--- src/rtl/dp_sequencer.sv ---
// dp_sequencer: loadable micro-sequencer for the 4x32 regfile + ALU32 datapath; one instruction per FETCH/EXEC pair.
// Optional feature: define OVF_TRAP_EN to end a run when the datapath reports Overflow.
module dp_sequencer #(
    parameter int PC_W      = 4,
    parameter int STEP_W    = 8,
    parameter int MAX_STEPS = 255
) (
    input  logic                 clk,
    input  logic                 rst,
    input  logic                 start,
    input  logic                 prog_we,
    input  logic [PC_W-1:0]      prog_addr,
    input  logic [12+PC_W-1:0]   prog_data,
    input  logic                 Zero,
    input  logic                 Overflow,
    output logic [2:0]           ALUControl,
    output logic [1:0]           addr1,
    output logic [1:0]           addr2,
    output logic [1:0]           addr3,
    output logic                 wr,
    output logic                 busy,
    output logic                 done,
    output logic                 timeout,
    output logic                 ovf_sticky,
    output logic                 trap,
    output logic [PC_W-1:0]      pc
);
    localparam int IW    = 12 + PC_W;
    localparam int DEPTH = 2 ** PC_W;

    typedef enum logic [1:0] {IDLE, FETCH, EXEC, DONE} state_t;

    state_t            state, state_nx;
    logic [IW-1:0]     mem [DEPTH];
    logic [IW-1:0]     ir;
    logic [STEP_W-1:0] steps;

    logic              ir_wr, ir_brz, ir_halt;
    logic [PC_W-1:0]   ir_target;
    logic              trap_hit, last_step, end_run;

    assign ir_wr     = ir[PC_W+2];
    assign ir_brz    = ir[PC_W+1];
    assign ir_halt   = ir[PC_W];
    assign ir_target = ir[PC_W-1:0];

`ifdef OVF_TRAP_EN
    assign trap_hit = Overflow;
`else
    assign trap_hit = 1'b0;
`endif

    assign last_step = (steps + 1'b1) == STEP_W'(MAX_STEPS);
    assign end_run   = trap_hit | ir_halt | last_step;

    // NOTE: program memory is deliberately left out of reset so a loaded program survives rst.
    always_ff @(posedge clk) begin
        if (prog_we && (state == IDLE || state == DONE))
            mem[prog_addr] <= prog_data;
    end

    // NOTE: all sequential state uses non-blocking assignments so every register samples pre-edge values.
    always_ff @(posedge clk) begin
        if (rst) begin
            state      <= IDLE;
            ir         <= '0;
            pc         <= '0;
            steps      <= '0;
            timeout    <= 1'b0;
            ovf_sticky <= 1'b0;
            trap       <= 1'b0;
        end else begin
            state <= state_nx;
            case (state)
                IDLE: begin
                    if (start) begin
                        pc         <= '0;
                        steps      <= '0;
                        timeout    <= 1'b0;
                        ovf_sticky <= 1'b0;
                        trap       <= 1'b0;
                    end
                end
                FETCH: ir <= mem[pc];
                EXEC: begin
                    steps <= steps + 1'b1;
                    if (Overflow)
                        ovf_sticky <= 1'b1;
                    // pc only advances when the run continues, so DONE shows the last executed address
                    if (trap_hit)
                        trap <= 1'b1;
                    else if (!ir_halt) begin
                        if (last_step)
                            timeout <= 1'b1;
                        else
                            pc <= (ir_brz && Zero) ? ir_target : pc + 1'b1;
                    end
                end
                default: ;
            endcase
        end
    end

    // NOTE: every combinational output gets a default first so no latch is inferred.
    always_comb begin
        state_nx = state;
        case (state)
            IDLE:    if (start) state_nx = FETCH;
            FETCH:   state_nx = EXEC;
            EXEC:    state_nx = end_run ? DONE : FETCH;
            DONE:    state_nx = IDLE;
            default: state_nx = IDLE;
        endcase
    end

    always_comb begin
        busy = 1'b0;
        done = 1'b0;
        wr   = 1'b0;
        case (state)
            FETCH: busy = 1'b1;
            EXEC: begin
                busy = 1'b1;
                wr   = ir_wr;
            end
            DONE:  done = 1'b1;
            default: ;
        endcase
    end

    assign ALUControl = ir[IW-1 -: 3];
    assign addr1      = ir[IW-4 -: 2];
    assign addr2      = ir[IW-6 -: 2];
    assign addr3      = ir[IW-8 -: 2];

endmodule

--- config.mk ---
export PLATFORM = sky130hd
export DESIGN_NAME = dp_sequencer
export DESIGN_NICKNAME = d
export VERILOG_FILES = /design/src/rtl/dp_sequencer.sv
export SDC_FILE = /design/constraint.sdc
export NUM_CORES = 1
export LEC_CHECK = 0
export ABC_AREA = 1
export CAP_MARGIN = 15
export CORE_UTILIZATION = 61
export CTS_CLUSTER_DIAMETER = 30
export DETAILED_ROUTE_END_ITERATION = 6
export HOLD_SLACK_MARGIN = 0.03
export PLACE_DENSITY = 0.76
export SLEW_MARGIN = 15
export SYNTH_ARGS = -nofsm -noshare
export SYNTH_HDL_FRONTEND = slang
export SYNTH_SLANG_ARGS = --single-unit
--- constraint.sdc ---
create_clock -name clk -period 2.43 [get_ports clk]
set_input_delay 0.243 -clock clk [delete_from_list [all_inputs] [get_ports clk]]
set_output_delay 0.243 -clock clk [all_outputs]
set_load 0.02 [all_outputs]
==> results_dict.tcl <==
set metrics [dict create \
    ys_seq_elements 288 \
    maxCapViolations 0 \
    grt_util_all_layers_pct 30.3 \
    die-area_um2 20300 \
    clkTransAtPathRegs_ps 50 \
    use_met1_pct 39.8 \
    coreArea_um2 19000 \
    grt.overflow.total 0 \
    max-vdd-ir-drop_mv 0.725 \
    cp_slowest_cell "clkdlybuf4s50_1" \
    pwr-share-seq_pct 36.6 \
    required_ps 2190 \
    crit_path_max_incr_delay_ps 600 \
    grt_pass1_vias 8265 \
    routed_wl_um 29200 \
    crit_top_cell "inv_1" \
    pwr-share-comb_pct 21.9 \
    rows 50 \
    synth-seq-area-share_pct 69.2 \
    ys_types 31 \
    cp_top_family "buffers and inverters" \
    final_antenna_net_count 0 \
    cts-buffers-inserted 47 \
    nets 1215 \
    syn_area_per_cell_um2 10.8 \
    antenna_cells 0 \
    ys_warn_count 0 \
    p_clk_share_pct 41.5 \
    fin_skew_ps 22.1 \
    powerDensity_nw_per_um2 1080 \
    use_met2_pct 48.3 \
    path_class "reg2out" \
    clock_path_buffers 3 \
    netlist_area_um2 12000 \
    tns_ps 0 \
    hold_viol_final 0 \
    drt_first_pass_iters 5 \
    crit_buf_inv 3 \
    leakage_nw 5.44 \
    period_share_pct 96.2 \
    first_iter_violations 742 \
    antenna_found_initial 0 \
    start_util_pct 63.3 \
    critPathMaxFanout 9 \
    dp_hpwl_um 18200 \
    rsz0062_at_grt "false" \
    route.detailed.drc 0 \
    syn_nets 1147 \
    worstHoldPathType "in2reg" \
    p_total_mw 15.6 \
    crit_arrival_ps 2090 \
    status "complete, no violations" \
    grt_pass1_wl_um 45100 \
    viasPerCell 5.66 \
    ioPinCount 45 \
    power_switching_mw 4.79 \
    root_buffer "clkbuf_16" \
    layout-drive-gt1-share_pct 11.0 \
    globalplace.congestion 0.866 \
    setup_viol 0 \
    clock_latency_ps 550 \
    slew_headroom_pct 27.5 \
    die_x_um 142 \
    io_buffers 43 \
    busiest_layer "met2" \
    cts_sinks 288 \
    routedWlPerCell_um 19.7 \
    clock.fmax_mhz 428 \
    drv_slew 0 \
    gr-usage-met3_pct 5.72 \
    path_cells "inv_1, ha_1, nand2_1, inv_1, clkdlybuf4s50_1" \
    synth_cells 1114 \
    internal_power_mw 10.8 \
    cp-end-kind "output pin" \
    routed-via-count 8383 \
    die_y_um 142 \
    syn_to_final_growth_pct 20.1 \
    grt_max_degree 69 \
    switching_share_pct 30.7 \
    startpoint_type "flip-flop" \
    period_needed_ps 2340 \
    cts_tree "built" \
    tightest_slew_ps 1090 \
    htree_levels 2 \
]
[final timing paths]
kind / start / endpoint / slack [ps] / cells past startpoint
worst max-delay path: state[0] / wr / 90 / 5
worst max register to register: state[0] / mem[3][15] / 300 / 6
worst min-delay path: Overflow / ovf_sticky / 310 / 3
worst min register to register: ovf_sticky / ovf_sticky / 470 / 2
[cells in the mapped netlist, drive strengths merged]
library cell | n | area share (%)
nand3 | 30 | 1.3
o21ai | 100 | 4.2
conb | 1 | 0.031
xor2 | 1 | 0.073
o211ai | 2 | 0.12
a211oi | 1 | 0.062
a31oi | 1 | 0.052
xnor2 | 1 | 0.073
clkbuf | 19 | 0.59
clkinv | 1 | 0.031
nand4 | 6 | 0.31
edfxtp | 256 | 64
nor2 | 127 | 4.0
o22ai | 32 | 1.7
o21bai | 2 | 0.12
a21oi | 15 | 0.62
ha | 7 | 0.73
buf | 45 | 2.3
inv | 80 | 2.5
nand2 | 323 | 10
a21boi | 32 | 2.0
dfxtp | 32 | 5.3
[kinds of logic after synthesis]
logic type | synth area share, %
other | 0.0312
buffers and inverters | 5.38
AO/OA/AOI/OAI | 8.81
flip-flops | 69.2
adder cells (fa/ha/maj) | 0.728
AND/OR/NAND/NOR | 15.7
XOR/XNOR | 0.146
[state kept, by name, summed over array words and instances, names as in the netlist]
signal,count
state,2
timeout,1
ovf_sticky,1
mem,256
steps,8
pc,4
ir,16
[worst reg2reg max path: cells and delay by family (launching register included)]
kind                       cells  cell delay [ps]
and+or+nand+nor                3              750
buffers and inverters          2              390
DFF                            1              360
adders and majority gates      1              330
[metal layers]
metal,wire length [µm],up-vias
met2,13600,427
met5,0,-
li1,-,3919
met3,2620,79
met4,1220,0
met1,11800,3958
[final cells by class]
class	instances	area [µm²]
clock buffer	49	1180
clock inverter	38	388
fill	1250	4580
inverter	81	305
multi-input combinational	681	3080
sequential	288	8330
tap	260	325
timing repair buffer	83	831
[cells in the final DEF (no fill, tap or decap), types with 10 or more instances in the layout]
master,n
nand2_1,322
edfxtp_1,256
nor2_1,117
inv_1,78
o21ai_0,74
clkbuf_16,47
clkdlybuf4s50_1,43
o22ai_1,32
buf_4,32
dfxtp_1,31
nand3_1,29
o21ai_1,26
a21boi_0,22
a21oi_1,15
nor2_2,10
a21boi_1,10
[power groups by stage]
stage	Sequential [mW]	Combinational [mW]	Clock (mW)
4_1_cts	5.72	3.38	6.53
2_1_floorplan	5.81	2.25	0
5_1_grt	5.73	3.74	6.74
3_5_place_dp	5.81	3.33	0
3_3_place_gp	5.81	3.28	0
6_report	5.72	3.41	6.48
[timing repair]
action,in CTS,in global routing
endpoints found under the setup margin,0,16
gates resized for setup,0,1
hold endpoints to repair,0,0
buffers inserted,0,0
hold buffers,0,0
[through the flow]
step | cells | cell area, µm² | util, % | hold slack [ps] | setup WS, ps
final | 1480 | 14400 | 75.9 | 314 | 93.2
after global routing | 1480 | 14400 | 75.9 | 362 | 0.443
after CTS | 1480 | 14400 | 75.9 | 310 | 81.9
after detailed placement | 1393 | 12900 | 67.7 | 469 | 219
after global placement | 1393 | 12900 | 67.7 | 450 | 323
after floorplan | 1114 | 12000 | - | 342 | 157
Note: power is estimated with default switching activity, not from simulation.
